### config.mk
export PLATFORM = sky130hd
export DESIGN_NAME = uart_receiver
export DESIGN_NICKNAME = d
export VERILOG_FILES = /design/src/rtl/uart_receiver.sv
export SDC_FILE = /design/constraint.sdc
export NUM_CORES = 1
export LEC_CHECK = 0
export BUFFER_PORTS_ARGS = -buffer_cell sky130_fd_sc_hd__buf_4
export CAP_MARGIN = 0
export CORE_UTILIZATION = 45
export CTS_CLUSTER_DIAMETER = 60
export DETAILED_ROUTE_END_ITERATION = 10
export PLACE_DENSITY = 0.74
export SLEW_MARGIN = 10
export SYNTH_ARGS = -nofsm -noshare
export SYNTH_HDL_FRONTEND = slang
export SYNTH_SLANG_ARGS = --single-unit
### constraint.sdc
create_clock -name clk -period 1.9 [get_ports clk]
set_clock_uncertainty 0.15 [all_clocks]
set_input_delay 0.285 -clock clk [delete_from_list [all_inputs] [get_ports clk]]
set_output_delay 0.285 -clock clk [all_outputs]
set_load 0.02 [all_outputs]
### src/rtl/uart_receiver.sv
// UART receiver: START, 8 data bits LSB first, optional even parity, STOP; 3-sample majority vote per bit.
// Define UART_RX_PARITY_EN to add the even-parity bit and the parity_err strobe.
module uart_receiver #(
    parameter int OVERSAMPLE = 16
) (
    input  logic       clk,
    input  logic       rst_n,
    input  logic       rx_clk_en,
    input  logic       rx_line,
    output logic [7:0] rx_data,
    output logic       rx_valid,
    output logic       rx_busy,
    output logic       frame_err,
    output logic       parity_err
);

    localparam int M   = OVERSAMPLE / 2;
    localparam int SCW = $clog2(OVERSAMPLE);
    localparam logic [SCW-1:0] SC_LO  = SCW'(M - 1);
    localparam logic [SCW-1:0] SC_MID = SCW'(M);
    localparam logic [SCW-1:0] SC_HI  = SCW'(M + 1);
    localparam logic [SCW-1:0] SC_END = SCW'(OVERSAMPLE - 1);

    typedef enum logic [2:0] {
        IDLE,
        START,
        DATA,
`ifdef UART_RX_PARITY_EN
        PARITY,
`endif
        STOP
    } state_t;

    state_t         state;
    logic           sync1;
    logic           rxs;
    logic           prev;
    logic [SCW-1:0] sc;
    logic [2:0]     bit_idx;
    logic [7:0]     shift_reg;
    logic           s_lo;
    logic           s_mid;
    logic           s_hi;
    logic           cap_hi;
    logic           vote;
    logic           par_err;

    // On the sc=M+1 tick the third capture is the live sample, so the vote can be decided that same tick.
    assign cap_hi  = (sc == SC_HI) ? rxs : s_hi;
    assign vote    = (s_lo & s_mid) | (s_lo & cap_hi) | (s_mid & cap_hi);
    assign rx_busy = (state != IDLE);

`ifdef UART_RX_PARITY_EN
    logic par_bit;
    logic parity_err_q;
    assign par_err    = ^{shift_reg, par_bit};
    assign parity_err = parity_err_q;
`else
    assign par_err    = 1'b0;
    assign parity_err = 1'b0;
`endif

    always_ff @(posedge clk or negedge rst_n) begin
        if (!rst_n) begin
            state     <= IDLE;
            sync1     <= 1'b1;
            rxs       <= 1'b1;
            prev      <= 1'b1;
            sc        <= '0;
            bit_idx   <= '0;
            shift_reg <= '0;
            s_lo      <= 1'b0;
            s_mid     <= 1'b0;
            s_hi      <= 1'b0;
            rx_data   <= '0;
            rx_valid  <= 1'b0;
            frame_err <= 1'b0;
`ifdef UART_RX_PARITY_EN
            par_bit      <= 1'b0;
            parity_err_q <= 1'b0;
`endif
        end else begin
            sync1     <= rx_line;
            rxs       <= sync1;
            rx_valid  <= 1'b0;
            frame_err <= 1'b0;
`ifdef UART_RX_PARITY_EN
            parity_err_q <= 1'b0;
`endif
            if (rx_clk_en) begin
                // prev tracks the line in every state so a held-low break cannot retrigger on return to IDLE.
                prev <= rxs;
                if (state != IDLE) begin
                    sc <= sc + 1'b1;
                    if (sc == SC_LO)  s_lo  <= rxs;
                    if (sc == SC_MID) s_mid <= rxs;
                    if (sc == SC_HI)  s_hi  <= rxs;
                end
                case (state)
                    IDLE: begin
                        if (prev && !rxs) begin
                            state <= START;
                            sc    <= '0;
                        end
                    end
                    START: begin
                        if (sc == SC_HI && vote) begin
                            state <= IDLE;
                            sc    <= '0;
                        end else if (sc == SC_END) begin
                            state   <= DATA;
                            sc      <= '0;
                            bit_idx <= '0;
                        end
                    end
                    DATA: begin
                        if (sc == SC_END) begin
                            shift_reg <= {vote, shift_reg[7:1]};
                            sc        <= '0;
                            if (bit_idx == 3'd7) begin
`ifdef UART_RX_PARITY_EN
                                state <= PARITY;
`else
                                state <= STOP;
`endif
                            end else begin
                                bit_idx <= bit_idx + 3'd1;
                            end
                        end
                    end
`ifdef UART_RX_PARITY_EN
                    PARITY: begin
                        if (sc == SC_END) begin
                            par_bit <= vote;
                            state   <= STOP;
                            sc      <= '0;
                        end
                    end
`endif
                    STOP: begin
                        // Deciding mid-stop leaves half a bit to resynchronise on the next start edge.
                        if (sc == SC_HI) begin
                            state <= IDLE;
                            sc    <= '0;
                            if (!vote) frame_err <= 1'b1;
`ifdef UART_RX_PARITY_EN
                            if (par_err) parity_err_q <= 1'b1;
`endif
                            if (vote && !par_err) begin
                                rx_data  <= shift_reg;
                                rx_valid <= 1'b1;
                            end
                        end
                    end
                    default: begin
                        state <= IDLE;
                        sc    <= '0;
                    end
                endcase
            end
        end
    end

endmodule
# [After elaboration in Yosys (flattened, before gate mapping)]
# Cells that the tools add are included.
[word_totals] word_cells=76 ff_bits=34 out_inout_bits=12 input_bits=4
[classes] n_eq_ne=16 bitwise_logic=5 n_reduce_logical=13 mux=27 n_addsub=2
[ops] operator="3-bit two-way mux" count=10
[ops] operator="4-bit two-way mux" count=5
[ops] operator="4-bit one-hot mux with 4 select lines" count=1
[ops] operator="2-bit != test, second input constant" count=7
[ops] operator="4-bit == test, second input constant" count=3
[ops] operator="3-bit one-hot mux with 4 select lines" count=1
[ops] operator="6-bit AND reduction" count=2
[ops] operator="1-bit two-way mux" count=9
[ops] operator="3-bit AND reduction" count=3
[ops] operator="3-bit by 2-bit == test with 1-bit output, second input constant" count=2
[ops] operator="3-bit one-hot mux with 2 select lines" count=1
[ops] operator="4-bit by 1-bit adder with 4-bit output, second input constant" count=1
[ops] operator="4-bit by 3-bit == test with 1-bit output, second input constant" count=1
[ops] operator="4-bit AND reduction" count=1
[ops] operator="3-bit by 1-bit adder with 3-bit output, second input constant" count=1
[ops] operator="1-bit AND" count=3
[ops] operator="3-bit by 1-bit == test with 1-bit output, second input constant" count=1
[ops] operator="3-bit == test, second input constant" count=1
[ops] operator="3-bit zero test" count=1
[ops] operator="3-bit != test, second input constant" count=1
[ops] operator="3-bit nonzero test" count=1
[ops] operator="1-bit logical AND" count=2
[ops] operator="1-bit OR" count=2
[ops] operator="2-bit AND reduction" count=1
[ops] operator="other kinds (2)" count=2

# [Longest topological paths before layout]
[depth] ltp_word=9 ltp_mapped=7 mapped_depth_nobuf=6

# [Worst setup path after synthesis]
# No wires, ideal clock.
[synth_timing] path_kind="register -> register" from="register sc[0]" to="register bit_idx[0]" n_path_buf=1 setup_time_ns=0.125 stages_incl_launch_ff=7 t_arrival_ns=1.618 slack_ns=0.008 t_required_ns=1.625 cell_sequence="dfrtp_1 ha_1 and3_2 and3_1 buf_2 and2b_1 mux2_2"
[synth_between] elab_chain_cells=8 word_cells_on_any_way=12 classes_between="eq/ne (5); mux (1); bitwise (4); reduce/logical (2)"
[synth_rtl] item="start: declaration" line_no="38" source="logic [SCW-1:0] sc;"
[synth_rtl] item="start signal: assignment" line_no="94" source="sc <= sc + 1'b1;"
[synth_rtl] item="4-bit == test" line_no="49, 107"
[synth_rtl] item="1-bit two-way mux"
[synth_rtl] item="1-bit AND" line_no="50" source="assign vote = (s_lo & s_mid) | (s_lo & cap_hi) | (s_mid & cap_hi);"
[synth_rtl] item="1-bit OR (2 in series)" line_no="50"
[synth_rtl] item="1-bit logical AND" line_no="107" source="if (sc == SC_HI && vote) begin"
[synth_rtl] item="2-bit != test (no source line)"
[synth_rtl] item="6-bit AND reduction (no source line) (*)"
[synth_rtl] item="end signal: assignment" line_no="127" source="bit_idx <= bit_idx + 3'd1;"
[synth_rtl] item="end: declaration" line_no="39" source="logic [2:0] bit_idx;"
# Every way passes the cells marked *; elsewhere a longest branch is shown, timed or not.
# A chain may end at the register's enable or synchronous reset.

# [Worst setup path in the final report]
[layout_timing] from="register sc[0]" to="register shift_reg[7]"
[layout_between] elab_chain_cells=5 word_cells_on_any_way=8 classes_between="eq/ne (2); mux (1); bitwise (4); reduce/logical (1)"
[layout_rtl] item="4-bit == test" line_no="49" source="assign cap_hi = (sc == SC_HI) ? rxs : s_hi;"
[layout_rtl] item="1-bit two-way mux"
[layout_rtl] item="1-bit AND" line_no="50"
[layout_rtl] item="1-bit OR (2 in series)" line_no="50"
[layout_rtl] item="end signal: assignment" line_no="118" source="shift_reg <= {vote, shift_reg[7:1]};"
[layout_rtl] item="end: declaration" line_no="40" source="logic [7:0] shift_reg;"
# Parallel ways exist; a longest one is shown, timed or not.

==> results.sh <==
export IMPL_status="finished clean"
export IMPL_post_route_period_util=0.9738
export IMPL_worst_setup_path_end_kind="flip-flop"
export IMPL_p_leak_nw=0.9784
export IMPL_hp_start="rx_clk_en"
export IMPL_combPwrFrac=0.323
export IMPL_clk_latency_ns=0.33
export IMPL_r2r_start="sc[0]"
export IMPL_route_detailed_drc=0
export IMPL_finalSetupTns_ns=0
export IMPL_synth_yosys_seq_area_share=0.5245
export IMPL_hp_class="primary input to flip-flop"
export IMPL_grt_pass1_wl_um=5043
export IMPL_max_clock_path_buffers=2
export IMPL_io_pins=16
export IMPL_power_w=0.001952
export IMPL_ys_ff_latch=33
export IMPL_syn_inst=128
export IMPL_nFillCells=306
export IMPL_hold_path_cell_count=3
export IMPL_final_cell_mix="dfrtp_1, buf_4, mux2_2"
export IMPL_htree_levels=2
export IMPL_switchingPower_w=0.0006939
export IMPL_setup_viol_count_final=0
export IMPL_cts_buffers=5
export IMPL_p_seq_frac=0.485
export IMPL_worstSetupStartpointType="flip-flop"
export IMPL_reg2reg_depth=5
export IMPL_placementRows=21
export IMPL_syn2layout_area_growth_pct=20.81
export IMPL_intPower_w=0.001258
export IMPL_netlist_area_sq_mm=0.001582
export IMPL_cts_tree="yes"
export IMPL_dpl_hpwl_um=2145
export IMPL_p_clk_frac=0.192
export IMPL_antenna_left=0
export IMPL_wl_um=3005
export IMPL_critPathArrivalTime_ns=1.92
export IMPL_grt_usage=0.1917
export IMPL_synthArstFlopShare=1.000
export IMPL_ff_latch_area_sq_um=830.8
export IMPL_grt_ovfl_total=0
export IMPL_viasPerCell=5.391
export IMPL_cp_startpoint="sc[0]"
export IMPL_vdd_drop_max_uv=647.9
export IMPL_setup_ws_ns=0.04982
export IMPL_final_common_cell="dfrtp_1"
export IMPL_hold_slack_ns=0.1374
export IMPL_dr_total_vias=1089
export IMPL_dp_cells=190
export IMPL_drtIter0Drc=28
export IMPL_fp_coreArea_sq_mm=0.003363
export IMPL_grt_pass1_vias=1111
export IMPL_gp_congestion=0.9294
export IMPL_die_area_sq_mm=0.003756
export IMPL_antenna_found_initial=0
export IMPL_crit_fanout=4
export IMPL_port_buffers=14
export IMPL_criticalPathCategory="flip-flop to flip-flop"
export IMPL_die_h_um=61.29
export IMPL_final_cells=202
export IMPL_slew_viol_final=0
export IMPL_drtPass1Iterations=4
export IMPL_drive_gt1_frac=0.4167
export IMPL_timing_fmax_mhz=540.5
export IMPL_clock_sinks=33
export IMPL_start_util=0.4702
export IMPL_hold_violations=0
export IMPL_die_x_um=61.29
export IMPL_diodes=0
export IMPL_switching_share=0.3554
export IMPL_p_per_area_mw_per_mm2=1022
export IMPL_multiInputGateArea_sq_um=730.7
export IMPL_yosys_warnings=0
export IMPL_synth_edf_count=0
export IMPL_path_clk_slew_ns=0.10
export IMPL_dpl_worst_slack_ns=-0.01635
export IMPL_critPathRequiredTime_ns=1.97
export IMPL_wire_per_inst_um=14.88
export IMPL_synth_cell_type_count=38
export IMPL_nets=164
export IMPL_yosys_most_used_dff="dfrtp_1"
export IMPL_syn_avg_cell_area_sq_um=12.36
export IMPL_grt_max_degree=34
export IMPL_syn_nets=137
export IMPL_cap_violations=0
export IMPL_cts_root_buf="clkbuf_4"
export IMPL_fin_crit_ns=1.850
==> logic make-up (layout without fill, tap and decap cells) <==
group,Yosys count,after routing,synth area share
other,1,1,0.002371
xor gates and xnor gates,1,1,0.005539
buffers and inverters,10,38,0.03322
muxes,21,21,0.1733
and+or+nand+nor,33,33,0.1203
AOI/OAI and AO/OA,22,22,0.08781
DFF,33,33,0.5245
adders and majority gates,7,7,0.05301
==> power by group through the flow <==
stage | Clock (W) | Combinational [W] | Sequential, W
2_1_floorplan | 0 | 0.000422 | 0.000887
3_3_place_gp | 0 | 0.000534 | 0.000932
3_5_place_dp | 0 | 0.000567 | 0.000943
4_1_cts | 0.000391 | 0.000593 | 0.000942
5_1_grt | 0.000423 | 0.000692 | 0.000963
6_report | 0.000374 | 0.000631 | 0.000947
==> per-layer routing <==
layer / vias up / GRT usage / wire length (um)
met5: - / 0 / 0
met4: 0 / 0.08117 / 46
met1: 553 / 0.2054 / 1214
met2: 27 / 0.3447 / 1626
met3: 6 / 0.06303 / 118
li1: 503 / - / -
==> worst max-delay path: stages (launching register included) <==
cell	delay, ns
dfrtp_2	0.46
ha_4	0.18
nand3b_4	0.08
mux2_4	0.30
maj3_2	0.31
mux2_4	0.25
==> timing repair <==
item,in CTS,in global routing
buffers inserted,0,2
hold buffers,2,0
gates resized for setup,5,3
endpoints found under the setup margin,10,17
endpoints found under the hold margin,31,0
pin swaps,0,1
==> cells in the mapped netlist, types with 2 or more instances <==
cell,count,share of area
inv_1,4,0.0095
nor2_1,4,0.0095
o22ai_1,2,0.0079
mux2_4,10,0.095
o21a_1,2,0.0095
ha_1,5,0.040
nand4_1,2,0.0079
dfstp_2,3,0.050
mux2_2,11,0.078
nor2b_1,2,0.0079
a211oi_1,2,0.0095
buf_2,3,0.0095
nor3_1,2,0.0063
dfrtp_1,30,0.47
a22o_1,2,0.011
nand2_1,10,0.024
o21ai_0,7,0.022
a21oi_1,4,0.013
nand2b_1,3,0.012
nand3_1,2,0.0063
==> layout make-up <==
class	count	area share
sequential	33	0.4348
multi-input combinational	85	0.3824
timing repair buffer	26	0.1179
tap	46	0.03012
clock buffer	6	0.02161
inverter	4	0.007859
clock inverter	2	0.005239
==> stage by stage <==
| stage | area, sq um | utilization |
|---|---|---|
| final | 1911 | 0.5681 |
| after global routing | 1911 | 0.5681 |
| after CTS | 1882 | 0.5595 |
| after detailed placement | 1792 | 0.5327 |
| after global placement | 1792 | 0.5327 |
| after floorplan | 1582 | - |
==> worst paths after layout <==
kind / end / slack [ns]
setup / recovery: shift_reg[7] / 0.05
min in group asynchronous: rx_data[4] / 0.29
hold / removal: sc[1] / 0.14
max in group asynchronous: rxs / 0.99
setup reg to reg: shift_reg[7] / 0.05
hold reg to reg: rxs / 0.21
Note: power is estimated with default switching activity, not from simulation.
